File: src/rtl/ceps_delta.sv
// MFCC delta stage: keeps the last five cepstral frames and streams the centre
// frame's static coefficients with their first-order deltas, one per cycle.
module ceps_delta #(
    parameter int NUM_CEPS    = 12,
    parameter int CEPS_WIDTH  = 16,
    parameter int DELTA_WIDTH = 16,
    parameter int RECIP_Q16   = 6554
) (
    input  logic                        clk,
    input  logic                        rst_n,
    input  logic                        clear_i,
    input  logic                        in_valid,
    input  logic [$clog2(NUM_CEPS)-1:0] frame_ptr_i,
    input  logic [CEPS_WIDTH-1:0]       ceps_in,
    input  logic                        start_i,
    output logic                        out_valid_o,
    output logic [$clog2(NUM_CEPS)-1:0] out_ptr_o,
    output logic [CEPS_WIDTH-1:0]       static_o,
    output logic [DELTA_WIDTH-1:0]      delta_o,
    output logic                        done_o,
    output logic                        busy_o,
    output logic                        overrun_o
);

    localparam int PTR_W  = $clog2(NUM_CEPS);
    localparam int NUM_W  = CEPS_WIDTH + 3;
    localparam int PROD_W = NUM_W + 17;
    localparam int SLOTS  = 5;

    localparam logic [PTR_W-1:0]         LAST_K = PTR_W'(NUM_CEPS - 1);
    localparam logic signed [PROD_W-1:0] RECIP  = PROD_W'(RECIP_Q16);
    localparam logic signed [PROD_W-1:0] D_MAX  = PROD_W'((2 ** (DELTA_WIDTH - 1)) - 1);
    localparam logic signed [PROD_W-1:0] D_MIN  = ~D_MAX;

    typedef enum logic {ST_IDLE, ST_COMPUTE} state_e;

    state_e            state_q, state_d;
    logic [PTR_W-1:0]  rd_k_q, rd_k_d;
    logic [2:0]        wr_slot_q, wr_slot_d;
    logic [2:0]        frames_q, frames_d;
    logic [2:0]        base_q, base_d;

    logic signed [CEPS_WIDTH-1:0] hist_q [SLOTS][NUM_CEPS];

    logic                         pipe_v_q;
    logic [PTR_W-1:0]             pipe_k_q;
    logic signed [CEPS_WIDTH-1:0] pipe_static_q;
    logic signed [NUM_W-1:0]      num_q;

    logic                   out_valid_q, done_q, busy_q, overrun_q;
    logic [PTR_W-1:0]       out_ptr_q;
    logic [CEPS_WIDTH-1:0]  static_q;
    logic [DELTA_WIDTH-1:0] delta_q;

    logic                         idle_ready, wr_en, commit, ovr_set, rd_valid;
    logic [2:0]                   s0, s1, s2, s3, s4;
    logic signed [NUM_W-1:0]      e0, e1, e3, e4, num_d;
    logic signed [CEPS_WIDTH-1:0] static_d;
    logic signed [PROD_W-1:0]     num_ext, prod, shifted;
    logic [DELTA_WIDTH-1:0]       delta_d;

    // Slot n frames before the just-committed one, modulo the ring size.
    function automatic logic [2:0] slot_back(input logic [2:0] base, input logic [2:0] n);
        return (base >= n) ? base - n : base + 3'd5 - n;
    endfunction

    // NOTE: sequential state uses non-blocking assignments so every flop samples pre-edge values.
    always_ff @(posedge clk or negedge rst_n) begin
        if (!rst_n) begin
            state_q   <= ST_IDLE;
            rd_k_q    <= '0;
            wr_slot_q <= '0;
            frames_q  <= '0;
            base_q    <= '0;
        end else begin
            state_q   <= state_d;
            rd_k_q    <= rd_k_d;
            wr_slot_q <= wr_slot_d;
            frames_q  <= frames_d;
            base_q    <= base_d;
        end
    end

    // NOTE: every combinational output gets a default first so no latch is inferred.
    always_comb begin
        state_d   = state_q;
        rd_k_d    = rd_k_q;
        wr_slot_d = wr_slot_q;
        frames_d  = frames_q;
        base_d    = base_q;
        if (clear_i) begin
            state_d   = ST_IDLE;
            rd_k_d    = '0;
            wr_slot_d = '0;
            frames_d  = '0;
        end else begin
            case (state_q)
                ST_IDLE: begin
                    if (commit) begin
                        wr_slot_d = (wr_slot_q == 3'd4) ? 3'd0 : wr_slot_q + 3'd1;
                        frames_d  = (frames_q == 3'd5) ? 3'd5 : frames_q + 3'd1;
                        base_d    = wr_slot_q;
                        if (frames_d == 3'd5) begin
                            state_d = ST_COMPUTE;
                            rd_k_d  = '0;
                        end
                    end
                end
                ST_COMPUTE: begin
                    rd_k_d = rd_k_q + 1'b1;
                    if (rd_k_q == LAST_K) state_d = ST_IDLE;
                end
                default: state_d = ST_IDLE;
            endcase
        end
    end

    // Inputs are only taken once the previous burst has fully drained.
    always_comb begin
        idle_ready = (state_q == ST_IDLE) && !busy_q;
        wr_en      = idle_ready && !clear_i && in_valid && (frame_ptr_i <= LAST_K);
        commit     = idle_ready && !clear_i && start_i;
        ovr_set    = !idle_ready && (in_valid || start_i);
        rd_valid   = (state_q == ST_COMPUTE);
        s0 = base_q;
        s1 = slot_back(base_q, 3'd1);
        s2 = slot_back(base_q, 3'd2);
        s3 = slot_back(base_q, 3'd3);
        s4 = slot_back(base_q, 3'd4);
        e0 = hist_q[s0][rd_k_q];
        e1 = hist_q[s1][rd_k_q];
        e3 = hist_q[s3][rd_k_q];
        e4 = hist_q[s4][rd_k_q];
        static_d = hist_q[s2][rd_k_q];
        num_d = ((e0 - e4) <<< 1) + (e1 - e3);
    end

    // Division by 10 as a Q0.16 multiply; the arithmetic shift floors toward -inf.
    always_comb begin
        num_ext = num_q;
        prod    = num_ext * RECIP;
        shifted = prod >>> 16;
        if (shifted > D_MAX)      delta_d = D_MAX[DELTA_WIDTH-1:0];
        else if (shifted < D_MIN) delta_d = D_MIN[DELTA_WIDTH-1:0];
        else                      delta_d = shifted[DELTA_WIDTH-1:0];
    end

    // NOTE: the history RAM has no reset; warm-up gating means stale contents are never output.
    always_ff @(posedge clk) begin
        if (wr_en) hist_q[wr_slot_q][frame_ptr_i] <= ceps_in;
    end

    always_ff @(posedge clk or negedge rst_n) begin
        if (!rst_n) begin
            pipe_v_q      <= 1'b0;
            pipe_k_q      <= '0;
            pipe_static_q <= '0;
            num_q         <= '0;
            out_valid_q   <= 1'b0;
            out_ptr_q     <= '0;
            static_q      <= '0;
            delta_q       <= '0;
            done_q        <= 1'b0;
            busy_q        <= 1'b0;
            overrun_q     <= 1'b0;
        end else if (clear_i) begin
            pipe_v_q    <= 1'b0;
            out_valid_q <= 1'b0;
            done_q      <= 1'b0;
            busy_q      <= 1'b0;
            overrun_q   <= 1'b0;
        end else begin
            pipe_v_q <= rd_valid;
            if (rd_valid) begin
                pipe_k_q      <= rd_k_q;
                pipe_static_q <= static_d;
                num_q         <= num_d;
            end
            out_valid_q <= pipe_v_q;
            if (pipe_v_q) begin
                out_ptr_q <= pipe_k_q;
                static_q  <= pipe_static_q;
                delta_q   <= delta_d;
            end
            done_q <= out_valid_q && (out_ptr_q == LAST_K);
            busy_q <= rd_valid || pipe_v_q;
            if (ovr_set) overrun_q <= 1'b1;
        end
    end

    assign out_valid_o = out_valid_q;
    assign out_ptr_o   = out_ptr_q;
    assign static_o    = static_q;
    assign delta_o     = delta_q;
    assign done_o      = done_q;
    assign busy_o      = busy_q;
    assign overrun_o   = overrun_q;

endmodule

File: config.mk
export PLATFORM = sky130hd
export DESIGN_NAME = ceps_delta
export DESIGN_NICKNAME = d
export VERILOG_FILES = /design/src/rtl/ceps_delta.sv
export SDC_FILE = /design/constraint.sdc
export NUM_CORES = 2
export LEC_CHECK = 0
export CORE_UTILIZATION = 30
export CTS_CLUSTER_SIZE = 14
export DETAILED_ROUTE_END_ITERATION = 8
export GPL_TIMING_DRIVEN = 0
export PLACE_DENSITY = 0.56
export SYNTH_ARGS = -nofsm -noshare
export SYNTH_HDL_FRONTEND = slang
export SYNTH_SLANG_ARGS = --single-unit
File: constraint.sdc
create_clock -name clk -period 9.7 [get_ports clk]
set_input_delay 1.94 -clock clk [delete_from_list [all_inputs] [get_ports clk]]
set_output_delay 1.94 -clock clk [all_outputs]
set_load 0.02 [all_outputs]
# After elaboration in Yosys (flattened, before gate mapping)
# Memory sizes are Yosys's and may differ from the RTL's.
# Cells that the tools add are included.
[totals]
register_bits = 94
ram_bits = 960
inputBits = 25
out_inout_bits = 40
elab_cells = 123
mem_count = 1
[mem_list]
columns = ["name", "words", "word_bits", "rd", "rd_ports_with_merged_regs", "write_ports", "line_no", "rtl"]
rows = [
  ["hist_q", 5, 192, 5, 0, 1, "43", "logic signed [CEPS_WIDTH-1:0] hist_q [SLOTS][NUM_CEPS];"],
]
[op_classes]
n_addsub = 15
mul = 1
order_cmp = 10
n_eq_ne = 8
muxes = 48
bitwise = 4
reduce_logical = 20
[op_table]
columns = ["op", "n"]
rows = [
  ["$bmux W16 S4", 5],
  ["$mux W16", 13],
  ["$mux W192", 1],
  ["$demux W16 S4", 1],
  ["$mux W3", 12],
  ["$sub A16 B16 Y17", 2],
  ["$mul A19 B13 Y32 const B", 1],
  ["$add A18 B17 Y19", 1],
  ["$gt A17 B16 Y1 const B", 1],
  ["$lt A17 B16 Y1 const B", 1],
  ["$mux W4", 3],
  ["$sub A3 B2 Y3 const B", 4],
  ["$mux W1", 11],
  ["$ge A5 B5 Y1 const B", 2],
  ["$not A4 Y5", 2],
  ["$eq A3 B3 Y1 const B", 3],
  ["$eq A4 B4 Y1 const B", 2],
  ["$logic_and A1 B1 Y1", 8],
  ["$pmux W4 S2", 1],
  ["$reduce_and A2 Y1", 4],
  ["$add A3 B1 Y3 const B", 2],
  ["$ge A3 B2 Y1 const B", 2],
  ["$ne A3 B3 Y1 const B", 2],
  ["$sub A3 B1 Y3 const B", 2],
  ["other kinds (14)", 20],
]

# Longest topological paths before layout
# An unclocked memory read counts as a cell.
[depth]
word_depth = 9
mapped_depth = 36

# Worst setup path before layout
# OpenSTA, ideal clock, no wires.
[synth_timing]
path_kind = "register to register"
start = "register base_q[0]"
end = "register num_q[17]"
setup_time_ns = 0.124
arrival_time_ns = 8.369
t_required_ns = 9.576
setup_slack_ns = 1.207
path_stages_with_launch = 34
path_buffers = 8
synth_period_minus_slack_ns = 8.493
path_cell_list = "dfrtp_1 -> buf_4 -> buf_2 -> buf_2 -> buf_2 -> buf_2 -> inv_1 -> ha_1 -> clkbuf_1 -> mux2i_1 -> buf_2 -> buf_2 -> mux4_2 -> mux4_2 -> mux2_2 -> o21ai_0 -> o21ai_1 -> ha_1 -> fa_1 -> nor2b_1 -> o21ai_0 -> a21boi_0 -> o21ai_0 -> a21oi_1 -> a21o_1 -> a21o_1 -> xor2_1 -> fa_1 -> ha_1 -> or3_1 -> a2111oi_0 -> nor3_1 -> o21a_1 -> a211o_1"
[synth_between]
elab_chain_cells = 9
elab_cells_between_ends = 29
cone_classes = "add/sub (10); order compare (3); mux (15); memory (1)"
[synth_rtl]
columns = ["item", "line_no", "rtl"]
rows = [
  ["start, declared", "41", "logic [2:0] base_q, base_d;"],
  ["start signal, assigned", "80", "base_q <= base_d;"],
  ["$add A3 B3 Y3", "64", "return (base >= n) ? base - n : base + 3'd5 - n;"],
  ["$sub A3 B3 Y3, or another cell as far along", "64", ""],
  ["$mux W3", "64", ""],
  ["$mem_v2 Z5 W192 *", "--", ""],
  ["$bmux W16 S4, on equally long branches", "133, 131, 132", ""],
  ["$mux W16, on equally long branches (2 in series)", "133, 131, 132", ""],
  ["$sub A16 B16 Y17", "135", "num_d = ((e0 - e4) <<< 1) + (e1 - e3);"],
  ["$add A18 B17 Y19 *", "135", ""],
  ["end signal, assigned", "177", "num_q <= num_d;"],
  ["end, declared", "48", "logic signed [NUM_W-1:0] num_q;"],
]
# Mark *: on every way between the ends. The rest lies on a longest branch, timed or not. The select of a mux whose other input is x is not followed.
# A chain may end at the register's enable or synchronous reset.

# Final worst setup path
[layout_timing]
start = "register base_q[1]"
end = "register num_q[18]"
# Same word-level chain as after synthesis.

==> run summary <==
status -> finished with violations
failing checks -> max-capacitance violations, max-slew violations, negative setup slack
crit path time final -> 10.06 ns
CTS H-tree depth -> 4
Worst-Margin Slew -> 1.81 ns
clock sink total -> 1054
endpoint type of the worst setup path -> flip-flop
IO Pins -> 65
syn avg cell area -> 16.1 sq um
die height -> 493 um
Cell Rows -> 179
CP max stage cell -> nand2_1
XOR/XNOR Fraction of Synth Area -> 0.741%
Total Power -> 20.0 mW
IO buf count -> 64
DR vias/cell -> 7.02
vias in the first global route -> 52100
total core area -> 239000 sq um
unrepaired setup endpoints after global routing -> no
DR pass1 iterations -> 9
pwr/cell area -> 241 nW/um^2
Worst EP arrival -> 10.79 ns
DP HPWL -> 296000 um
Die ar. -> 243000 sq um
CTS tree -> yes
max_cap viols -> 16
Pint -> 11.5 mW
fraction of registers with async set/reset -> 8.92%
CP peak stage delay -> 1.04 ns
post-synthesis compound-gate area fraction -> 4.78%
final slew viol count -> 144
Setup crit start kind -> flip-flop
DRC -> 0
dpl ws -> -3.87 ns
largest net degree at the start of global routing -> 61
Final nets -> 4999
R2R Setup Slk -> -0.36 ns
Final Hold Fails -> 0
sw frac -> 42.8%
worst path bufs/invs -> 8
Setup TNS Final -> -1.36 ns
Critical Path Sink -> num_q[18]
Clk network pwr share -> 25.3%
global-route wire length before repair -> 524000 um
Synth Area in Adders -> 4.85%
part of the cycle the worst path needs -> 104%
leak pwr -> 27.0 nW
sequential power share -> 25.4%
Slew headroom -> -20.5%
mux cell area share after synthesis -> 39.0%
YS warnings -> 0
Switch Pwr -> 8.57 mW
Critical R2R Capture -> num_q[18]
Root Driver -> clkbuf_16
largest family of logic cells by synthesized area -> multiplexers
Highest Clock Rate -> 99.4 MHz
Worst Skew -> 0.0614 ns
syn_nets -> 4735
post-DR wirelength/cell -> 50.6 um
Tot GR Track Use -> 33.1%
Area after DPL -> 78500 sq um
Die Span X -> 493 um
clock buffer count from CTS -> 134
routability cong. -> 1.12
dpl cells -> 7779
CP Depth -> 25
WHS -> 0.463 ns
most frequent cells in the layout -> 1165 x mux4_2, 960 x edfxtp_1, 288 x nand2_1
Critical Path Start -> base_q[1]
Distinct cells, synth -> 77
clock latency on the worst-skew pair -> 0.88 ns
RR Startpoint -> base_q[1]
Peak VDD IR -> 0.158 mV
Synth Cell Area -> 72200 sq um
commonest non-fill, non-tap cell in the layout -> mux4_2
HP Class -> reg -> reg
Final Cell Area -> 83200 sq um
Setup CP Type -> reg -> reg
initial antenna violation count -> 35
FILL cells -> 22700
post-synthesis sequential area ratio -> 43.2%
ys flop type -> edfxtp_1
EDFF count, synth -> 960
family with the most delay on the worst path -> buffers and inverters
Routed WL -> 407000 um
Simple-Gate Fraction of Synth Area -> 4.22%
hold-fix buffers at CTS -> 0
Initial Utilization -> 30.3%
initial DRC count -> 11000
grt ovf -> 0
combinational share of power -> 49.3%
fin cells -> 8048
vias -> 56500
clock-pin slew on the worst setup and hold paths -> 0.06 ns
#FFs+latches synth -> 1054
Req. time, crit path -> 10.44 ns
Final WS setup -> -0.356 ns
FF-to-FF path depth -> 25
Syn-to-layout area delta -> 15.3%
CP Max Fanout -> 11
end-of-flow core utilization -> 34.9%
share of cells above drive strength 1 -> 37.0%
Max Root-Sink Buffers -> 3
ANT nets after route -> 0
Post-Syn Instances -> 4487
final setup fails -> 6
-- worst reg2reg max path: stages, from the launching register on --
cell and delay [ns]:
dfrtp_1 0.46, buf_2 0.30, buf_6 0.26, buf_8 0.29, clkbuf_8 0.35, inv_1 0.23, ha_1 0.33, clkbuf_1 0.31
clkbuf_2 0.51, o31ai_1 0.35, nand2_1 1.04, buf_2 0.80, mux4_2 0.45, mux2_2 0.33, o211ai_1 0.76, nand3_1 0.51
fa_1 0.55, ha_1 0.39, a21o_1 0.23, a21oi_1 0.19, o221ai_1 0.19, a31o_2 0.28, a21oi_1 0.25, nor2b_1 0.14
nand3b_1 0.18, a32o_1 0.24
-- cell type report --
class | count | area, sq um | area share, %
Antenna cell | 27 | 67.6 | 0.0812
Buffer | 382 | 1880 | 2.25
Clock buffer | 158 | 3510 | 4.21
Clock inverter | 81 | 835 | 1.00
Inverter | 179 | 672 | 0.807
Multi-Input combinational cell | 2868 | 39200 | 47.1
Sequential cell | 1054 | 31200 | 37.5
Tap cell | 3167 | 3960 | 4.76
Timing Repair Buffer | 132 | 1960 | 2.36
-- Yosys cell counts (17+ instances only) --
| cell | n | area [sq um] |
|---|---|---|
| xnor2_1 | 38 | 333 |
| dfrtp_1 | 94 | 2350 |
| nor2_1 | 197 | 739 |
| a211oi_1 | 39 | 293 |
| xor2_1 | 20 | 175 |
| ha_1 | 128 | 1600 |
| nor2b_1 | 30 | 188 |
| o22ai_1 | 25 | 156 |
| a21o_1 | 17 | 128 |
| a21oi_1 | 138 | 691 |
| nor3_1 | 48 | 240 |
| edfxtp_1 | 960 | 28800 |
| o21ai_0 | 135 | 676 |
| fa_1 | 95 | 1900 |
| buf_2 | 136 | 681 |
| inv_1 | 179 | 672 |
| mux2_2 | 34 | 383 |
| buf_1 | 60 | 225 |
| mux2i_1 | 154 | 1540 |
| nand3_1 | 59 | 295 |
| clkbuf_1 | 178 | 668 |
| a31oi_1 | 23 | 144 |
| nand2_1 | 288 | 1080 |
| mux4_2 | 1165 | 26200 |
-- state kept, by name (all words and copies together) (netlist names), 4 cells and up --
name           flops
out_ptr_o          4
pipe_k_q           4
hist_q           960
delta_o           16
static_o          16
num_q             19
rd_k_q             4
pipe_static_q     16
-- power groups by stage --
stage,Sequential (mW),Clock [mW],Combinational [mW]
after floorplan,5.17,0,5.81
after global placement,5.20,0,9.31
after detailed placement,5.19,0,9.36
after CTS,5.09,5.06,9.46
after global routing,5.10,5.21,10.2
final,5.09,5.07,9.88
-- timing repair --
action / 4_1_cts / 5_1_grt
setup endpoints to repair: 17 / 8
setup buffers: 2 / 0
pin swaps: 1 / 0
cloned: 0 / 0
resized for setup: 56 / 21
-- cell families (layout without fill, tap and decap cells) --
group	Yosys count	in the layout
other	0	27
XOR/XNOR	59	59
buffers and inverters	565	932
AO/OA/AOI/OAI	536	536
multiplexers	1353	1353
flip-flops	1054	1054
adder cells (fa/ha/maj)	223	223
AND/OR/NAND/NOR	697	697
-- worst min-delay path by stage --
stage / cells past startpoint / endpoint / from
detailed placement: 2 / static_o[11] / pipe_static_q[11]
global route: 2 / static_o[4] / static_o[4]
finish: 2 / static_o[11] / pipe_static_q[11]
floorplan: 2 / out_ptr_o[0] / pipe_k_q[0]
global placement: 2 / out_ptr_o[0] / pipe_k_q[0]
CTS: 2 / static_o[11] / pipe_static_q[11]
-- layer usage --
metal	up-vias	track usage, %	share of wire (%)
met5	-	0.998	0.074
met4	22	21.5	8.4
met3	1333	17.2	16
met2	5797	44.7	40
met1	29900	40.9	36
li1	19500	-	-
(Power assumes the default switching activity.)
